### src/rtl/itr_ctrl_pkg.sv
// Shared definitions for the interrupt controller: FSM encoding, default I/O port
// addresses and the source-ID width helper.
package itr_ctrl_pkg;

    typedef enum logic [1:0] {
        StIdle = 2'd0,
        StFire = 2'd1,
        StBusy = 2'd2
    } state_e;

    localparam int unsigned MSKADD_DEF = 0;
    localparam int unsigned ACKADD_DEF = 1;
    localparam int unsigned IDADD_DEF  = 0;
    localparam int unsigned PNDADD_DEF = 1;

    // $clog2(n), held at a minimum of 1 so a vector is never zero-width.
    function automatic int unsigned id_width(input int unsigned n);
        return (n > 1) ? $clog2(n) : 1;
    endfunction

endpackage

### src/rtl/itr_ctrl_prio_enc.sv
// Combinational lowest-index-wins priority encoder; index 0 has highest priority.
module itr_ctrl_prio_enc #(
    parameter int unsigned N  = 4,
    parameter int unsigned IW = 2
) (
    input  logic [N-1:0]  req,
    output logic          any,
    output logic [IW-1:0] idx
);

    always_comb begin
        any = |req;
        idx = '0;
        for (int i = N - 1; i >= 0; i--) begin
            if (req[i]) begin
                idx = IW'(i);
            end
        end
    end

endmodule

### src/rtl/itr_ctrl.sv
// Interrupt controller: captures source rising edges, masks them, dispatches one
// interrupt at a time by fixed priority and waits for a software acknowledge.
module itr_ctrl
    import itr_ctrl_pkg::*;
#(
    parameter int unsigned NSRC   = 4,
    parameter int unsigned NUBITS = 16,
    parameter int unsigned NBIOIN = 2,
    parameter int unsigned NBIOOU = 2,
    parameter int unsigned MSKADD = MSKADD_DEF,
    parameter int unsigned ACKADD = ACKADD_DEF,
    parameter int unsigned IDADD  = IDADD_DEF,
    parameter int unsigned PNDADD = PNDADD_DEF
) (
    input  logic              clk,
    input  logic              rst,
    input  logic [NSRC-1:0]   src,
    input  logic [NUBITS-1:0] io_out,
    input  logic [NBIOOU-1:0] addr_out,
    input  logic              out_en,
    input  logic [NBIOIN-1:0] addr_in,
    input  logic              req_in,
    output logic [NUBITS-1:0] rd_data,
    output logic              rd_hit,
    output logic              itr,
    output logic              busy
);

    localparam int unsigned IDW = id_width(NSRC);
    localparam logic [NBIOOU-1:0] MSK_A = NBIOOU'(MSKADD);
    localparam logic [NBIOOU-1:0] ACK_A = NBIOOU'(ACKADD);
    localparam logic [NBIOIN-1:0] ID_A  = NBIOIN'(IDADD);
    localparam logic [NBIOIN-1:0] PND_A = NBIOIN'(PNDADD);

    state_e          state_q, state_d;
    logic [NSRC-1:0] src_q;
    logic [NSRC-1:0] pend_q, pend_d;
    logic [NSRC-1:0] mask_q, mask_d;
    logic [NSRC-1:0] ack_clr;
    logic [IDW-1:0]  cur_id_q, cur_id_d;
    logic            any;
    logic [IDW-1:0]  idx;
    logic            wr_msk, wr_ack;
    logic            unused_io;

    assign unused_io = ^io_out[NUBITS-1:NSRC];
    assign wr_msk    = out_en && (addr_out == MSK_A);
    assign wr_ack    = out_en && (addr_out == ACK_A);

    itr_ctrl_prio_enc #(
        .N  (NSRC),
        .IW (IDW)
    ) u_prio_enc (
        .req (pend_q & mask_q),
        .any (any),
        .idx (idx)
    );

    always_comb begin
        state_d  = state_q;
        cur_id_d = cur_id_q;
        ack_clr  = '0;
        itr      = 1'b0;
        busy     = 1'b0;
        case (state_q)
            StIdle: begin
                if (any) begin
                    cur_id_d = idx;
                    state_d  = StFire;
                end
            end
            StFire: begin
                itr     = 1'b1;
                busy    = 1'b1;
                state_d = StBusy;
            end
            StBusy: begin
                busy = 1'b1;
                if (wr_ack) begin
                    ack_clr[cur_id_q] = 1'b1;
                    state_d           = StIdle;
                end
            end
            default: state_d = StIdle;
        endcase
    end

    // A new edge in the ack cycle must survive the clear, so set is applied last.
    assign pend_d = (pend_q & ~ack_clr) | (src & ~src_q);
    assign mask_d = wr_msk ? io_out[NSRC-1:0] : mask_q;

    always_ff @(posedge clk) begin
        if (rst) begin
            state_q  <= StIdle;
            src_q    <= src;
            pend_q   <= '0;
            mask_q   <= '0;
            cur_id_q <= '0;
        end else begin
            state_q  <= state_d;
            src_q    <= src;
            pend_q   <= pend_d;
            mask_q   <= mask_d;
            cur_id_q <= cur_id_d;
        end
    end

    always_comb begin
        rd_data = '0;
        if (addr_in == ID_A) begin
            rd_data[NUBITS-1] = busy;
            rd_data[IDW-1:0]  = cur_id_q;
        end else if (addr_in == PND_A) begin
            rd_data[NSRC-1:0] = pend_q;
        end
    end

    assign rd_hit = req_in && ((addr_in == ID_A) || (addr_in == PND_A));

endmodule

### config.mk
export PLATFORM = sky130hd
export DESIGN_NAME = itr_ctrl
export DESIGN_NICKNAME = d
export VERILOG_FILES = /design/src/rtl/itr_ctrl_pkg.sv /design/src/rtl/itr_ctrl_prio_enc.sv /design/src/rtl/itr_ctrl.sv
export SDC_FILE = /design/constraint.sdc
export NUM_CORES = 1
export LEC_CHECK = 0
export CAP_MARGIN = 20
export CORE_MARGIN = 5
export CORE_UTILIZATION = 38
export DETAILED_ROUTE_END_ITERATION = 10
export MAX_ROUTING_LAYER = met4
export PLACE_DENSITY = 0.79
export SLEW_MARGIN = 25
export SYNTH_ARGS = -nofsm -noshare
export SYNTH_HDL_FRONTEND = slang
export SYNTH_HIERARCHICAL = 1
export SYNTH_SLANG_ARGS = --single-unit
### constraint.sdc
create_clock -name clk -period 1.3 [get_ports clk]
set_input_delay 0.325 -clock clk [delete_from_list [all_inputs] [get_ports clk]]
set_output_delay 0.325 -clock clk [all_outputs]
set_load 0.02 [all_outputs]
Word level (Yosys, flattened, before mapping)
Cells that the tools add are included.
- input bits: 28
- register bits after elaboration: 16
- logic and storage cells: 48
- RAM bits: 0
- memory bits (read-only): 0
- memories kept: 0
- latch bits: 0
- divide/modulo/power cells: 0
- reductions and logical operators: 12
- magnitude comparators: 2
- muxes and demuxes: 17
- multipliers: 0
- bitwise operators: 6
- shifts and indexed selects: 0
- equal/unequal tests: 6
- $add $sub $neg: 0
- operator list (kind ; number):
    $mux W2 ; 8
    $and A4 B4 Y4 ; 3
    $mux W4 ; 3
    $not A4 Y4 ; 2
    $eq A2 B1 Y1 const B ; 3
    $logic_not A2 Y1 ; 3
    $pmux W2 S3 ; 1
    $logic_and A1 B1 Y1 ; 4
    $mux W1 ; 4
    $ne A2 B2 Y1 const B ; 2
    $or A4 B4 Y4 ; 1
    $reduce_and A2 Y1 ; 2
    $reduce_or A4 Y1 ; 1
    $lt A2 B3 Y1 const B ; 1
    $demux W1 S2 ; 1
    $eq A2 B2 Y1 const B ; 1
    $ge A2 B1 Y1 const B ; 1
    $reduce_or A2 Y1 ; 1
    $logic_or A1 B1 Y1 ; 1

Logic depth before layout (Yosys ltp)
Gate-level depths: netlist (run 1).
- word-level depth: 9
- depth in mapped cells: 6
- gate-level depth less buffers: 6

Hierarchy
The synthesis (run 1) kept the hierarchy.
- by module, submodules not included (module ; instances ; cells each ; seq. area each (um2) ; area each (um2)):
    itr_ctrl ; 1 ; 88 ; 320.3 ; 817.0
    itr_ctrl_prio_enc ; 1 ; 7 ; 0.0 ; 35.0

Worst setup path after synthesis (run 1)
Ideal clock, no wire load.
- path type: register to output
- start point: reg state_q[0]
- end point: out rd_data[15]
- buffers on the path: 0
- path slack: -0.373 ns
- cell stages (with the launch flop): 4
- data arrival time: 1.348 ns
- cell sequence: dfxtp_1 > inv_1 > ha_1 > nor3b_1
- cells in the longest elaborated chain, start to end: 4
- elaborated cells on any way between the ends: 5
- those cells by class: 2 x eq/ne; 2 x mux; 1 x reduce/logical
- RTL lines (item ; line ; text):
    start: declaration ; itr_ctrl.sv:35 ; state_e state_q, state_d;
    start signal: assignment ; itr_ctrl.sv:94 ; state_q <= StIdle;
    start signal: assignment ; itr_ctrl.sv:100 ; state_q <= state_d;
    $eq A2 B2 Y1 / $eq A2 B1 Y1 (equally long branches) ; itr_ctrl.sv:65 ; case (state_q)
    $reduce_or A2 Y1 (no line) * ; - ;
    $mux W1 * ; itr_ctrl.sv:65 ;
    net busy ; itr_ctrl.sv:26 ; output logic busy
    $mux W1 * ; itr_ctrl.sv:110 ; if (addr_in == ID_A) begin
    end: declaration ; itr_ctrl.sv:23 ; output logic [NUBITS-1:0] rd_data,
The timed path passes the listed nets; every way through them passes the cells marked *.

Final worst setup path (run 1)
- start point: reg state_q[0]
- end point: out rd_data[15]
- cells in the longest elaborated chain, start to end: 4
- elaborated cells on any way between the ends: 5
- those cells by class: 2 x eq/ne; 2 x mux; 1 x reduce/logical
- RTL lines (item ; line):
    $eq A2 B2 Y1 / $eq A2 B1 Y1 (equally long branches) ; itr_ctrl.sv:65
    $reduce_or A2 Y1 (no line) * ; -
    $mux W1 * ; itr_ctrl.sv:65
    $mux W1 * ; itr_ctrl.sv:110
Every way passes the cells marked *; elsewhere a longest branch is shown, timed or not.

==> flow_summary.toml, run 1 <==
[run_status]
status = "complete, but fails checks"
violations = "setup timing"

[timing]
final_hold_viol_count = 0
grt_setup_unrepaired = "true"
fin_ws_ps = -291
skew_ps = 2.39
period_minus_slack_ps = 1590
period_share_pct = 122
max_freq_mhz = 628
setup_violations = 5
finalMaxSlewViolations = 0

[cells_and_area]
nets = 171
fill_cells = 178
n_antenna_cell = 0
final_cell_mix = "16 x buf_4, 11 x nand2b_1, 11 x conb_1"
layout-drive-gt1-share_pct = 43.5
syn_to_final_growth_pct = 63.0
layout_commonest_cell = "buf_4"
final_area_um2 = 1390
stdcell_count = 166
ff_latch_area_um2 = 329
fin_util_pct = 64.0
multi_input_area_um2 = 586

[drt]
ant_nets = 0
dr.pass1.iters = 4
drt_iter0_markers = 6
drc = 0
routed-via-count = 783
via_per_inst = 4.72
wl_um = 2170
wl_per_cell_um = 13.1

[synth]
synthAdderAreaFrac_pct = 5.87
synth_edf_count = 0
synth_ff_type = "dfxtp_1"
yosysWarnings = 6
async_flop_share_pct = 0
syn-cell-area_um2 = 852
synth.avg_cell_area_um2 = 8.97
synth_xor_xnor_area_share_pct = 0
synth_seq_cells = 16
synthMuxAreaShare_pct = 9.40
synth_top_cell_by_area = "dfxtp_1"
synth_area_leaders = "dfxtp_1 38%, buf_4 9.7%, mux2i_1 9.4%"
synth-simple-area-share_pct = 27.0
synth_compound_area_share_pct = 8.22
synth_top_family_by_area = "simple AND/OR/NAND/NOR gates"
synthCells = 95
ys_types = 23
yosysTopAreaCellShare_pct = 37.6
seq_area_frac_synth_pct = 37.6

[clock_tree]
clock-sinks = 16
clockRootBuffer = "clkbuf_4"
cts-buffers-inserted = 3
htree_levels = 1
insertion_delay_ps = 290
clk_pin_slew_worst_paths_ps = 90
cts.path.max_buffers = 2
cts_tree = "done"

[grt]
grt_overflow_total = 0
grt_pass1_wl_um = 3480
grt_pass1_vias = 814
grt_antenna_before_repair = 0
grt_use_total_pct = 14.1
grt_start_max_net_pins = 11

[critical_path]
start_kind = "flop"
r2r-start = "state_q[0]"
r2r_slack_ps = -40
endpoint_kind = "output pin"
crit_type = "flop to output pin"
arrival_ps = 1270
reg2reg_depth = 7
required_ps = 980
rr_endpoint = "pend_q[1]"
critPathMaxFanout = 2

[min_path]
hold_path_end = "pend_q[1]"
min_from = "src_q[1]"
hp-class = "flop to flop"
min_delay_path_depth = 2

[power]
power_switching_mw = 0.469
seqPwrFrac_pct = 35.9
total_leakage_power_nw = 0.610
combPwrFrac_pct = 42.5
sw_frac_of_total_pct = 30.6
clockPowerShare_pct = 21.6
p_per_area_nw_per_um2 = 1100
peakVddDrop_v = 0.000756
p_int_mw = 1.06

[placement]
placed_area_um2 = 1200
io_buffers = 23
place_ws_ps = -806
place_congestion = 0.773
place_inst = 157
hpwlAfterDp_um = 1560

[die]
start_util_pct = 39.3
io_pins = 47
core_um2 = 2170
num_rows = 17
die_h_um = 57.4
dieArea_um2 = 3290
die_x_um = 57.4

[job]
cap_violations = 0
sequential cells by signal (all words and copies together) (netlist names):
signal	count
pend_q	4
src_q	4
mask_q	4
state_q	2
cur_id_q	2
cells in the mapped netlist (all sizes together) (3+ instances only):
cell    count
mux2i       8
inv         3
o21ai       3
dfxtp      16
and2        4
a21oi       8
nand2b     11
nor2        8
nand2       5
buf        11
ha          4
power by group through the flow:
stage                     logic [mW]  registers, mW  clock network (mW)
after floorplan                0.321          0.558                   0
after detailed placement       0.539          0.560                   0
final                          0.652          0.550               0.331
after CTS                      0.640          0.549               0.340
after global placement         0.528          0.558                   0
after global routing           0.702          0.554               0.364
worst max-delay path: stages (launching register included):
cell,delay [ps]
dfxtp_2,350
inv_2,50
ha_4,270
nor3b_4,170
buf_6,140
layer usage:
| metal | track usage (%) | vias up | share of wire, % |
|---|---|---|---|
| met5 | - | - | 0 |
| met4 | 6.95 | 0 | 2.6 |
| met3 | 2.04 | 6 | 5.5 |
| met2 | 25.2 | 32 | 54 |
| met1 | 15.0 | 362 | 38 |
| li1 | - | 383 | - |
what timing repair did:
item                       4_1_cts  5_1_grt
gates resized for setup         64       27
hold buffers                     0        0
pin swaps                       10       11
setup endpoints to repair       14       17
buffers inserted                 6        3
gates cloned                     0        0
through the flow:
stage                     TNS, ps  power, mW  hold slack, ps
final                        -792       1.53             480
after CTS                    -962       1.53             493
after floorplan                 0      0.879             353
after global placement      -7200       1.09             472
after detailed placement    -7620       1.10             483
after global routing        -1420       1.62             479
cell families (layout without fill, tap and decap cells):
kind of cell | count (synthesis) | after routing
simple gates | 39 | 39
flops | 16 | 16
buf+inv | 15 | 48
compound gates | 12 | 12
mux | 8 | 8
fa+ha+maj | 4 | 4
other cells | 1 | 11
how the worst max path moves through the flow:
stage | startpoint | end | slack, ps | cells after the start
after CTS | state_q[0] | rd_data[15] | -300 | 4
after detailed placement | addr_in[0] | rd_data[0] | -810 | 4
after global routing | state_q[1] | rd_data[15] | -360 | 4
final | state_q[0] | rd_data[15] | -290 | 4
after global placement | addr_in[0] | rd_data[1] | -790 | 4
after floorplan | state_q[0] | rd_data[15] | 20 | 3
final cells by class:
type	count	area share [%]
multi-input cells	74	42.2
repair buffers	41	28.2
flip-flops and latches	16	23.7
clock buffers	4	2.61
well taps	28	2.52
inverters	3	0.811
Note: power is estimated with default switching activity, not from simulation.
==> run 2, diff against run 1 <==
--- a/config.mk
+++ b/config.mk
@@ -6,11 +6,13 @@
 export NUM_CORES = 1
 export LEC_CHECK = 0
 export CAP_MARGIN = 20
+export CORE_ASPECT_RATIO = 1.5
 export CORE_MARGIN = 5
 export CORE_UTILIZATION = 38
 export DETAILED_ROUTE_END_ITERATION = 10
 export MAX_ROUTING_LAYER = met4
 export PLACE_DENSITY = 0.79
+export SKIP_CTS_REPAIR_TIMING = 1
 export SLEW_MARGIN = 25
 export SYNTH_ARGS = -nofsm -noshare
 export SYNTH_HDL_FRONTEND = slang
==> flow_summary.toml, run 2 (synthesized netlist as in run 1, its figures left out) <==
[run_status]
status = "complete, but fails checks"
violations = "setup timing"

[power]
p_int_mw = 1.04
finalPower_mw = 1.50
seqPwrFrac_pct = 36.8
sw_frac_of_total_pct = 30.3
combPwrFrac_pct = 41.7
p_per_area_nw_per_um2 = 1130
clockPowerShare_pct = 21.5
power_switching_mw = 0.454
peakVddDrop_v = 0.000662
total_leakage_power_nw = 0.587

[cells_and_area]
multi_input_area_um2 = 566
nets = 169
ff_latch_area_um2 = 327
fill_cells = 179
final_cell_mix = "16 x buf_4, 12 x clkdlybuf4s50_1, 11 x nand2b_1, 11 x conb_1, 11 x dfxtp_1"
fin_util_pct = 61.0
stdcell_count = 159
n_antenna_cell = 0
largestRegisters = "mask_q (4), pend_q (4), src_q (4)"
layout-drive-gt1-share_pct = 37.5
syn_to_final_growth_pct = 56.2
layout_commonest_cell = "buf_4"
final_area_um2 = 1330

[timing]
grt_setup_unrepaired = "true"
finalMaxSlewViolations = 0
max_freq_mhz = 626
hold_slack_ps = 483
period_share_pct = 123
final_hold_viol_count = 0
setup_violations = 6
period_minus_slack_ps = 1600
skew_ps = 5.02
fin_setup_tns_ps = -651
fin_ws_ps = -297

[critical_path]
critical_path_buf_inv_count = 2
critPathMaxFanout = 2
crit_type = "flop to output pin"
crit_cells = 4
slowest_delay_ps = 350
crit_family = "flip-flops"
reg2reg_depth = 6
r2r-start = "state_q[0]"
cp-startpoint = "state_q[1]"
start_kind = "flop"
arrival_ps = 1270
endpoint_kind = "output pin"
crit_chain = "inv_2 -> ha_4 -> nor3b_4 -> buf_6"
cpMaxStageDelayCell = "dfxtp_2"
required_ps = 980

[placement]
place_congestion = 0.815
place_inst = 153
hpwlAfterDp_um = 1550
place_ws_ps = -805
placed_area_um2 = 1210
io_buffers = 23

[drt]
dr.pass1.iters = 4
drc = 0
wl_per_cell_um = 12.5
drt_iter0_markers = 29
via_per_inst = 4.65
wl_um = 1990
ant_nets = 0
routed-via-count = 739

[clock_tree]
clock-sinks = 16
cts-buffers-inserted = 3
clk_pin_slew_worst_paths_ps = 90
cts.path.max_buffers = 2
clockRootBuffer = "clkbuf_4"
htree_levels = 1
insertion_delay_ps = 290
cts_tree = "done"

[die]
core_um2 = 2180
dieArea_um2 = 3310
start_util_pct = 39.1
num_rows = 21
io_pins = 47
die_x_um = 48.7
die_h_um = 68.0

[job]
cap_violations = 0

[min_path]
hp-class = "flop to flop"
min_from = "pend_q[0]"
min_delay_path_depth = 2

[grt]
grt_start_max_net_pins = 11
grt_use_total_pct = 12.4
grt_pass1_vias = 718
grt_antenna_before_repair = 0
grt_overflow_total = 0
grt_pass1_wl_um = 3070
[run 2: cell count changes in the layout (fill, tap and decap cells not counted), sizes merged]
| cell | previous run | this run |
|---|---|---|
| buf | 27 | 24 |
| dlygate4sd2 | 1 | 0 |
| clkdlybuf4s15 | 1 | 0 |
| clkbuf | 4 | 5 |
| clkdlybuf4s50 | 10 | 12 |
[run 2: power by group through the flow]
stage | logic, mW | clock network [mW] | registers [mW]
5_1_grt | 0.675 | 0.350 | 0.555
3_5_place_dp | 0.540 | 0 | 0.560
3_3_place_gp | 0.524 | 0 | 0.557
6_report | 0.625 | 0.323 | 0.551
2_1_floorplan | 0.321 | 0 | 0.558
4_1_cts | 0.542 | 0.339 | 0.549
[run 2: routing by layer]
layer | GRT usage (%) | up-vias | share of wire (%)
met5 | - | - | 0
met4 | 8.08 | 0 | 2.5
met3 | 3.05 | 4 | 7.2
met2 | 22.5 | 26 | 52
met1 | 11.5 | 333 | 39
li1 | - | 376 | -
[run 2: area by class of cell]
cell class	instances	area share, %
multi-input combinational	74	42.5
timing repair buffer	39	27.3
sequential	16	24.5
clock buffer	4	2.73
tap	23	2.16
inverter	3	0.846
[run 2: worst register-to-register path, stage by stage, from the launching register on]
cell and delay (ps):
dfxtp_2 340, inv_2 70, buf_4 130, ha_4 120
nand4b_1 220, o31ai_2 260, a21oi_1 90
[run 2: worst paths after layout]
kind	slack [ps]	end
hold reg to reg	480	pend_q[0]
setup / recovery	-300	rd_data[15]
setup reg to reg	-40	pend_q[0]
hold / removal	480	pend_q[0]
==> run 3, diff against run 2 <==
--- a/config.mk
+++ b/config.mk
@@ -13,7 +13,7 @@
 export MAX_ROUTING_LAYER = met4
 export PLACE_DENSITY = 0.79
 export SKIP_CTS_REPAIR_TIMING = 1
-export SLEW_MARGIN = 25
+export SLEW_MARGIN = 20
 export SYNTH_ARGS = -nofsm -noshare
 export SYNTH_HDL_FRONTEND = slang
 export SYNTH_HIERARCHICAL = 1
==> results of run 3 <==
Final layout, timing and power as in run 2 (identical DEF).
